File: config.mk
export PLATFORM = sky130hd
export DESIGN_NAME = arbitro_somador_flat
export DESIGN_NICKNAME = d
export VERILOG_FILES = /design/src/rtl/arbitro_somador_pkg.sv /design/src/rtl/arbitro_somador_if.sv /design/src/rtl/ncl_sincronizador.sv /design/src/rtl/arbitro_somador.sv /design/src/flat_wrapper.sv
export SDC_FILE = /design/constraint.sdc
export NUM_CORES = 1
export LEC_CHECK = 0
export CAP_MARGIN = 20
export CORE_MARGIN = 2
export CORE_UTILIZATION = 25
export CTS_BUF_LIST = sky130_fd_sc_hd__clkbuf_16
export CTS_CLUSTER_DIAMETER = 100
export DETAILED_ROUTE_END_ITERATION = 7
export PLACE_DENSITY_LB_ADDON = 0.25
export SETUP_SLACK_MARGIN = 0.02
export SYNTH_ARGS = -nofsm -noshare
export SYNTH_HDL_FRONTEND = slang
export SYNTH_SLANG_ARGS = --single-unit
File: constraint.sdc
create_clock -name clk -period 3.2 [get_ports clk]
set_input_delay 0.64 -clock clk [delete_from_list [all_inputs] [get_ports clk]]
set_output_delay 0.64 -clock clk [all_outputs]
set_load 0.1 [all_outputs]
File: src/rtl/arbitro_somador_pkg.sv
// Shared dual-rail (NCL) codes, controller state encoding and the
// encode/decode/completion helpers used by the arbiter and its synchronizer.
package arbitro_somador_pkg;

    // Pair layout is {true, false}; 2'b11 is never a legal code.
    localparam logic [1:0] DR_NULL  = 2'b00;
    localparam logic [1:0] DR_DATA0 = 2'b01;
    localparam logic [1:0] DR_DATA1 = 2'b10;

    // Stage return bundle: {ack_out, cout[1:0], soma[7:0]}
    localparam int STAGE_RET_W = 11;

    typedef enum logic [2:0] {
        S_IDLE,
        S_ISSUE_DATA,
        S_WAIT_DATA,
        S_ISSUE_NULL,
        S_WAIT_NULL,
        S_RESPOND
    } state_t;

    function automatic logic [1:0] dr_encode_bit(input logic b);
        return b ? DR_DATA1 : DR_DATA0;
    endfunction

    function automatic logic [7:0] dr_encode4(input logic [3:0] v);
        logic [7:0] d;
        d = '0;
        for (int i = 0; i < 4; i++) begin
            d[2*i +: 2] = dr_encode_bit(v[i]);
        end
        return d;
    endfunction

    function automatic logic [3:0] dr_decode4(input logic [7:0] d);
        logic [3:0] v;
        v = '0;
        for (int i = 0; i < 4; i++) begin
            v[i] = d[2*i+1];
        end
        return v;
    endfunction

    // True only when every pair carries a legal DATA code.
    function automatic logic dr_all_data(input logic [9:0] d);
        logic ok;
        ok = 1'b1;
        for (int i = 0; i < 5; i++) begin
            if (d[2*i +: 2] == DR_NULL || d[2*i +: 2] == 2'b11) begin
                ok = 1'b0;
            end
        end
        return ok;
    endfunction

    function automatic logic dr_all_null(input logic [9:0] d);
        return d == '0;
    endfunction

endpackage

File: src/rtl/arbitro_somador_if.sv
// Dual-rail link between the arbiter (master) and the asynchronous adder stage (slave).
interface arbitro_somador_if;
    logic [7:0] st_a;
    logic [7:0] st_b;
    logic [1:0] st_cin;
    logic       st_ack_in;
    logic       st_ack_out;
    logic [7:0] st_soma;
    logic [1:0] st_cout;

    modport master (
        output st_a, st_b, st_cin, st_ack_in,
        input  st_ack_out, st_soma, st_cout
    );

    modport slave (
        input  st_a, st_b, st_cin, st_ack_in,
        output st_ack_out, st_soma, st_cout
    );
endinterface

File: src/rtl/ncl_sincronizador.sv
// Flop chain that brings the stage's asynchronous return signals into clk.
// Every tap is exported so the controller can demand agreement across the chain.
module ncl_sincronizador #(
    parameter int WIDTH  = 11,
    parameter int STAGES = 2
) (
    input  logic                         clk,
    input  logic                         reset,
    input  logic [WIDTH-1:0]             d,
    output logic [STAGES-1:0][WIDTH-1:0] taps
);

    logic [STAGES-1:0][WIDTH-1:0] chain_reg;
    logic [STAGES-1:0][WIDTH-1:0] chain_next;

    generate
        for (genvar gi = 0; gi < STAGES; gi++) begin : g_stage
            if (gi == 0) begin : g_first
                assign chain_next[gi] = d;
            end else begin : g_rest
                assign chain_next[gi] = chain_reg[gi-1];
            end
        end
    endgenerate

    always_ff @(posedge clk) begin
        if (!reset) begin
            chain_reg <= '0;
        end else begin
            chain_reg <= chain_next;
        end
    end

    assign taps = chain_reg;

endmodule

File: src/rtl/arbitro_somador.sv
// Two-requester round-robin front end for a 4-bit NCL adder stage: issues a
// DATA wavefront, waits for completion, returns the stage to NULL, then responds.
module arbitro_somador
    import arbitro_somador_pkg::*;
#(
    parameter int TIMEOUT     = 255,
    parameter int SYNC_STAGES = 2
) (
    input  logic       clk,
    input  logic       reset,
    input  logic       req0_valid,
    input  logic [3:0] req0_a,
    input  logic [3:0] req0_b,
    input  logic       req0_cin,
    output logic       req0_ready,
    input  logic       req1_valid,
    input  logic [3:0] req1_a,
    input  logic [3:0] req1_b,
    input  logic       req1_cin,
    output logic       req1_ready,
    output logic       rsp_valid,
    input  logic       rsp_ready,
    output logic       rsp_id,
    output logic [3:0] rsp_sum,
    output logic       rsp_cout,
    output logic       rsp_err,
    arbitro_somador_if.master st
);

    localparam int CNT_W = $clog2(TIMEOUT + 1);

    state_t           state_reg, state_next;
    logic [3:0]       op_a_reg, op_a_next;
    logic [3:0]       op_b_reg, op_b_next;
    logic             op_cin_reg, op_cin_next;
    logic             prio_reg, prio_next;
    logic             rsp_id_reg, rsp_id_next;
    logic [3:0]       rsp_sum_reg, rsp_sum_next;
    logic             rsp_cout_reg, rsp_cout_next;
    logic             rsp_err_reg, rsp_err_next;
    logic [CNT_W-1:0] cnt_reg, cnt_next;

    logic [SYNC_STAGES-1:0][STAGE_RET_W-1:0] sync_taps;
    logic [SYNC_STAGES-1:0]                  tap_data_ok;
    logic [STAGE_RET_W-1:0]                  last_ret;
    logic                                    data_ok;
    logic                                    null_ok;
    logic                                    grant_fire;
    logic                                    grant_id;
    logic                                    timed_out;

    ncl_sincronizador #(
        .WIDTH (STAGE_RET_W),
        .STAGES(SYNC_STAGES)
    ) u_sincronizador (
        .clk  (clk),
        .reset(reset),
        .d    ({st.st_ack_out, st.st_cout, st.st_soma}),
        .taps (sync_taps)
    );

    // A DATA wavefront is accepted only once every synchronizer tap agrees,
    // i.e. SYNC_STAGES consecutive samples show ack plus complete, legal pairs.
    generate
        for (genvar gi = 0; gi < SYNC_STAGES; gi++) begin : g_tap
            assign tap_data_ok[gi] = sync_taps[gi][STAGE_RET_W-1]
                                     && dr_all_data(sync_taps[gi][9:0]);
        end
    endgenerate

    assign last_ret  = sync_taps[SYNC_STAGES-1];
    assign data_ok   = &tap_data_ok;
    assign null_ok   = !last_ret[STAGE_RET_W-1] && dr_all_null(last_ret[9:0]);
    assign timed_out = (cnt_reg == CNT_W'(TIMEOUT));

    assign grant_id   = (req0_valid && req1_valid) ? prio_reg : req1_valid;
    assign grant_fire = (state_reg == S_IDLE) && (req0_valid || req1_valid) && !rsp_valid;

    always_comb begin
        state_next    = state_reg;
        op_a_next     = op_a_reg;
        op_b_next     = op_b_reg;
        op_cin_next   = op_cin_reg;
        prio_next     = prio_reg;
        rsp_id_next   = rsp_id_reg;
        rsp_sum_next  = rsp_sum_reg;
        rsp_cout_next = rsp_cout_reg;
        rsp_err_next  = rsp_err_reg;
        cnt_next      = '0;

        case (state_reg)
            S_IDLE: begin
                if (grant_fire) begin
                    op_a_next    = grant_id ? req1_a   : req0_a;
                    op_b_next    = grant_id ? req1_b   : req0_b;
                    op_cin_next  = grant_id ? req1_cin : req0_cin;
                    rsp_id_next  = grant_id;
                    rsp_err_next = 1'b0;
                    prio_next    = ~grant_id;
                    state_next   = S_ISSUE_DATA;
                end
            end
            S_ISSUE_DATA: state_next = S_WAIT_DATA;
            S_WAIT_DATA: begin
                if (data_ok) begin
                    rsp_sum_next  = dr_decode4(last_ret[7:0]);
                    rsp_cout_next = last_ret[9];
                    state_next    = S_ISSUE_NULL;
                end else if (timed_out) begin
                    rsp_sum_next  = '0;
                    rsp_cout_next = 1'b0;
                    rsp_err_next  = 1'b1;
                    state_next    = S_ISSUE_NULL;
                end else begin
                    cnt_next = cnt_reg + CNT_W'(1);
                end
            end
            S_ISSUE_NULL: state_next = S_WAIT_NULL;
            S_WAIT_NULL: begin
                if (null_ok) begin
                    state_next = S_RESPOND;
                end else if (timed_out) begin
                    rsp_err_next = 1'b1;
                    state_next   = S_RESPOND;
                end else begin
                    cnt_next = cnt_reg + CNT_W'(1);
                end
            end
            S_RESPOND: begin
                if (rsp_ready) begin
                    state_next = S_IDLE;
                end
            end
            default: state_next = S_IDLE;
        endcase
    end

    always_ff @(posedge clk) begin
        if (!reset) begin
            state_reg    <= S_IDLE;
            op_a_reg     <= '0;
            op_b_reg     <= '0;
            op_cin_reg   <= 1'b0;
            prio_reg     <= 1'b0;
            rsp_id_reg   <= 1'b0;
            rsp_sum_reg  <= '0;
            rsp_cout_reg <= 1'b0;
            rsp_err_reg  <= 1'b0;
            cnt_reg      <= '0;
        end else begin
            state_reg    <= state_next;
            op_a_reg     <= op_a_next;
            op_b_reg     <= op_b_next;
            op_cin_reg   <= op_cin_next;
            prio_reg     <= prio_next;
            rsp_id_reg   <= rsp_id_next;
            rsp_sum_reg  <= rsp_sum_next;
            rsp_cout_reg <= rsp_cout_next;
            rsp_err_reg  <= rsp_err_next;
            cnt_reg      <= cnt_next;
        end
    end

    // Stage inputs come straight from registered state/operands, so they
    // switch as a whole wavefront on a single edge.
    always_comb begin
        st.st_a      = {4{DR_NULL}};
        st.st_b      = {4{DR_NULL}};
        st.st_cin    = DR_NULL;
        st.st_ack_in = 1'b0;
        if (state_reg == S_ISSUE_DATA || state_reg == S_WAIT_DATA) begin
            st.st_a   = dr_encode4(op_a_reg);
            st.st_b   = dr_encode4(op_b_reg);
            st.st_cin = dr_encode_bit(op_cin_reg);
        end
        if (state_reg == S_ISSUE_NULL || state_reg == S_WAIT_NULL) begin
            st.st_ack_in = 1'b1;
        end
    end

    assign req0_ready = reset && grant_fire && !grant_id;
    assign req1_ready = reset && grant_fire &&  grant_id;
    assign rsp_valid  = (state_reg == S_RESPOND);
    assign rsp_id     = rsp_id_reg;
    assign rsp_sum    = rsp_sum_reg;
    assign rsp_cout   = rsp_cout_reg;
    assign rsp_err    = rsp_err_reg;

endmodule

File: src/flat_wrapper.sv
// flat-port wrapper written by rule: the top's interface ports become plain ports
module arbitro_somador_flat import arbitro_somador_pkg::*;
#(
    parameter int TIMEOUT     = 255,
    parameter int SYNC_STAGES = 2
)
  (clk, reset, req0_valid, req0_a, req0_b, req0_cin, req0_ready, req1_valid, req1_a, req1_b, req1_cin, req1_ready, rsp_valid, rsp_ready, rsp_id, rsp_sum, rsp_cout, rsp_err, st_st_a, st_st_b, st_st_cin, st_st_ack_in, st_st_ack_out, st_st_soma, st_st_cout);
  arbitro_somador_if st_i ();
  input  logic clk;
  input  logic reset;
  input  logic req0_valid;
  input  logic [3:0] req0_a;
  input  logic [3:0] req0_b;
  input  logic req0_cin;
  output logic req0_ready;
  input  logic req1_valid;
  input  logic [3:0] req1_a;
  input  logic [3:0] req1_b;
  input  logic req1_cin;
  output logic req1_ready;
  output logic rsp_valid;
  input  logic rsp_ready;
  output logic rsp_id;
  output logic [3:0] rsp_sum;
  output logic rsp_cout;
  output logic rsp_err;
  output wire logic [$bits(st_i.st_a)-1:0] st_st_a;
  output wire logic [$bits(st_i.st_b)-1:0] st_st_b;
  output wire logic [$bits(st_i.st_cin)-1:0] st_st_cin;
  output wire logic [$bits(st_i.st_ack_in)-1:0] st_st_ack_in;
  input wire logic [$bits(st_i.st_ack_out)-1:0] st_st_ack_out;
  input wire logic [$bits(st_i.st_soma)-1:0] st_st_soma;
  input wire logic [$bits(st_i.st_cout)-1:0] st_st_cout;
  assign st_st_a = st_i.st_a;
  assign st_st_b = st_i.st_b;
  assign st_st_cin = st_i.st_cin;
  assign st_st_ack_in = st_i.st_ack_in;
  assign st_i.st_ack_out = st_st_ack_out;
  assign st_i.st_soma = st_st_soma;
  assign st_i.st_cout = st_st_cout;
  arbitro_somador #(.TIMEOUT(TIMEOUT), .SYNC_STAGES(SYNC_STAGES)) u_core (.clk(clk), .reset(reset), .req0_valid(req0_valid), .req0_a(req0_a), .req0_b(req0_b), .req0_cin(req0_cin), .req0_ready(req0_ready), .req1_valid(req1_valid), .req1_a(req1_a), .req1_b(req1_b), .req1_cin(req1_cin), .req1_ready(req1_ready), .rsp_valid(rsp_valid), .rsp_ready(rsp_ready), .rsp_id(rsp_id), .rsp_sum(rsp_sum), .rsp_cout(rsp_cout), .rsp_err(rsp_err), .st(st_i));
endmodule
==> results.sh <==
export IMPL_routed_wl_mm=4.96
export IMPL_top_usage_layer="met2"
export IMPL_vias_per_cell=4.27
export IMPL_fp_coreArea_mm2=0.00830
export IMPL_layout_drive_gt1_share_pct=16.3
export IMPL_num_rows=33
export IMPL_fin_crit_ns=2.72
export IMPL_cts_tree="yes"
export IMPL_grtUsageTotal_pct=11.2
export IMPL_p_leak_nw=1.31
export IMPL_fin_worst_skew_ns=0.00278
export IMPL_critical_path_top_delay_family="simple AND/OR/NAND/NOR gates"
export IMPL_ant_nets=0
export IMPL_antenna_found_initial=0
export IMPL_dp_worst_setup_slack_ns=0.673
export IMPL_place_area_mm2=0.00283
export IMPL_gp_congestion=0.746
export IMPL_cts_clk_slew_worst_paths_ns=0.07
export IMPL_vdd_drop_max_mv=0.463
export IMPL_startpoint_type="register"
export IMPL_min_path_type="reg2reg"
export IMPL_cts_hold_buf=0
export IMPL_dpl_hpwl_mm=3.71
export IMPL_area_growth_pct=38.8
export IMPL_ys_types=42
export IMPL_synth_top_family_by_area="simple AND/OR/NAND/NOR gates"
export IMPL_wire_per_inst_um=12.4
export IMPL_whs_ns=0.453
export IMPL_first_global_vias=1673
export IMPL_ys_seq_area_share_pct=46.3
export IMPL_grt_pass1_wl_mm=8.54
export IMPL_slowest_stage="nor2b_1"
export IMPL_dieArea_mm2=0.00940
export IMPL_syn_inst=232
export IMPL_diodes=0
export IMPL_tns_ns=0
export IMPL_final_nets=333
export IMPL_cts_root_buf="clkbuf_16"
export IMPL_netlist_area_mm2=0.00216
export IMPL_worst_pin_slew_ns=0.631
export IMPL_drtIter0Drc=108
export IMPL_critical_path_required_ns=2.56
export IMPL_overflow=0
export IMPL_synth_largest_area_cell="dfxtp_1"
export IMPL_slowest_delay_ns=0.55
export IMPL_grt_max_degree=33
export IMPL_min_from="u_core.rsp_id"
export IMPL_met1_usage_pct=14.2
export IMPL_clock_sinks=50
export IMPL_crit_chain="xor2_1, nor2b_1, and2_1, buf_4"
export IMPL_final_cell_area_mm2=0.00300
export IMPL_yosysWarnings=0
export IMPL_cp_arrival_ns=2.08
export IMPL_pin_count=63
export IMPL_fin_crit_sh_pct=85.1
export IMPL_p_per_area_mw_per_mm2=1020
export IMPL_synth_avg_cell_area_um2=9.31
export IMPL_htreeDepth=2
export IMPL_clock_path_buffers=2
export IMPL_vias=1704
export IMPL_final_max_slew_viol_count=0
export IMPL_start_util_pct=26.0
export IMPL_dp_cells=391
export IMPL_crit_path_start="u_core.state_reg[0]"
export IMPL_cp_max_fo=12
export IMPL_regToRegStartpoint="u_core.u_sincronizador.taps[14]"
export IMPL_fmax_mhz=367
export IMPL_ys_top_cells_by_area="dfxtp_1 (46%), and2_1 (9.3%), nor2_1 (4.7%), a222oi_1 (4.2%), inv_1 (3.7%)"
export IMPL_setup_viol_count_final=0
export IMPL_power_mw=3.06
export IMPL_post_cts_resized=0
export IMPL_use_met2_pct=18.9
export IMPL_yosys_area_share_simple_pct=27.3
export IMPL_cp_num_buf_inv=1
export IMPL_die_x_um=96.9
export IMPL_die_y_um=96.9
export IMPL_route_detailed_drc=0
export IMPL_clock_latency_ns=0.28
export IMPL_final_common_cell="dfxtp_1"
export IMPL_synth_adder_area_share_pct=3.48
export IMPL_cp_end_kind="primary output"
export IMPL_yosys_area_top_type_share_pct=46.3
export IMPL_cts_made_buffers=5
export IMPL_largest_register_ffs=22
export IMPL_rsz0062_at_grt="false"
export IMPL_synth_nets=272
export IMPL_setup_ws_ns=0.476
export IMPL_final_util_pct=36.1
export IMPL_synth_compound_area_share_pct=10.7
export IMPL_io_buffers=62
export IMPL_hold_viol=0
export IMPL_layout_cells_non_filler=399
export IMPL_ys_seq_elements=50
export IMPL_synth_mux_area_share_pct=0.985
export IMPL_timing_slew_headroom_pct=57.9
export IMPL_synthXorXnorAreaFrac_pct=4.87
export IMPL_cts_setup_buffers=0
export IMPL_worst_setup_path_type="reg2out"
export IMPL_final_cell_mix="dfxtp_1 (50), clkdlybuf4s50_1 (33), and2_1 (32)"
export IMPL_met3_usage_pct=2.17
export IMPL_dr_pass1_iters=5
export IMPL_status="completed"
export IMPL_max_cap_viol_count=0
kinds of logic after synthesis:
kind of cell | Yosys count
compound gates | 28
xor+xnor | 12
fa+ha+maj | 6
buf+inv | 32
flops | 50
mux | 2
simple gates | 102
cell usage after synthesis, drive strengths merged:
cell / number
a31oi: 1
xnor2: 9
and3: 9
nand3: 5
mux2: 1
buf: 7
nand4b: 1
nor2b: 2
a21oi: 2
clkbuf: 4
o21a: 6
a21o: 2
nor2: 27
mux2i: 1
dfxtp: 50
o41a: 1
ha: 6
and2b: 2
a222oi: 9
nand2: 8
o21bai: 1
xor2: 3
nor4: 3
a211oi: 1
inv: 21
o21ai: 3
and2: 33
o32ai: 1
a32o: 1
nor3: 6
nand4: 1
and4b: 1
nand2b: 4
path summary, 6_finish.rpt:
check,slack (ns),cells after the start,endpoint
worst max-delay path,0.48,4,st_st_a[1]
worst max register to register,1.36,7,u_core.rsp_err
worst min-delay path,0.45,1,u_core.rsp_id
worst min register to register,0.45,1,u_core.rsp_id
cell type report:
cell class              instances  area (um2)
fillers                       876        5300
multi-input cells             150        1020
flip-flops and latches         50        1000
repair buffers                 65         596
well taps                     105         131
clock buffers                   5         125
inverters                      21        78.8
clock inverters                 3        43.8
report_power, final:
| part | switching, mW | internal [mW] |
|---|---|---|
| logic | 1.32 | 0.372 |
| clock network | 0.232 | 0.370 |
| registers | 0.0717 | 0.694 |
| total | 1.63 | 1.44 |
per-layer routing:
metal  vias up  share of wire (%)
li1        896                  -
met1       782                 46
met2        21                 50
met3         5                1.9
met4         0                1.4
met5         -                  0
Note: power is estimated with default switching activity, not from simulation.
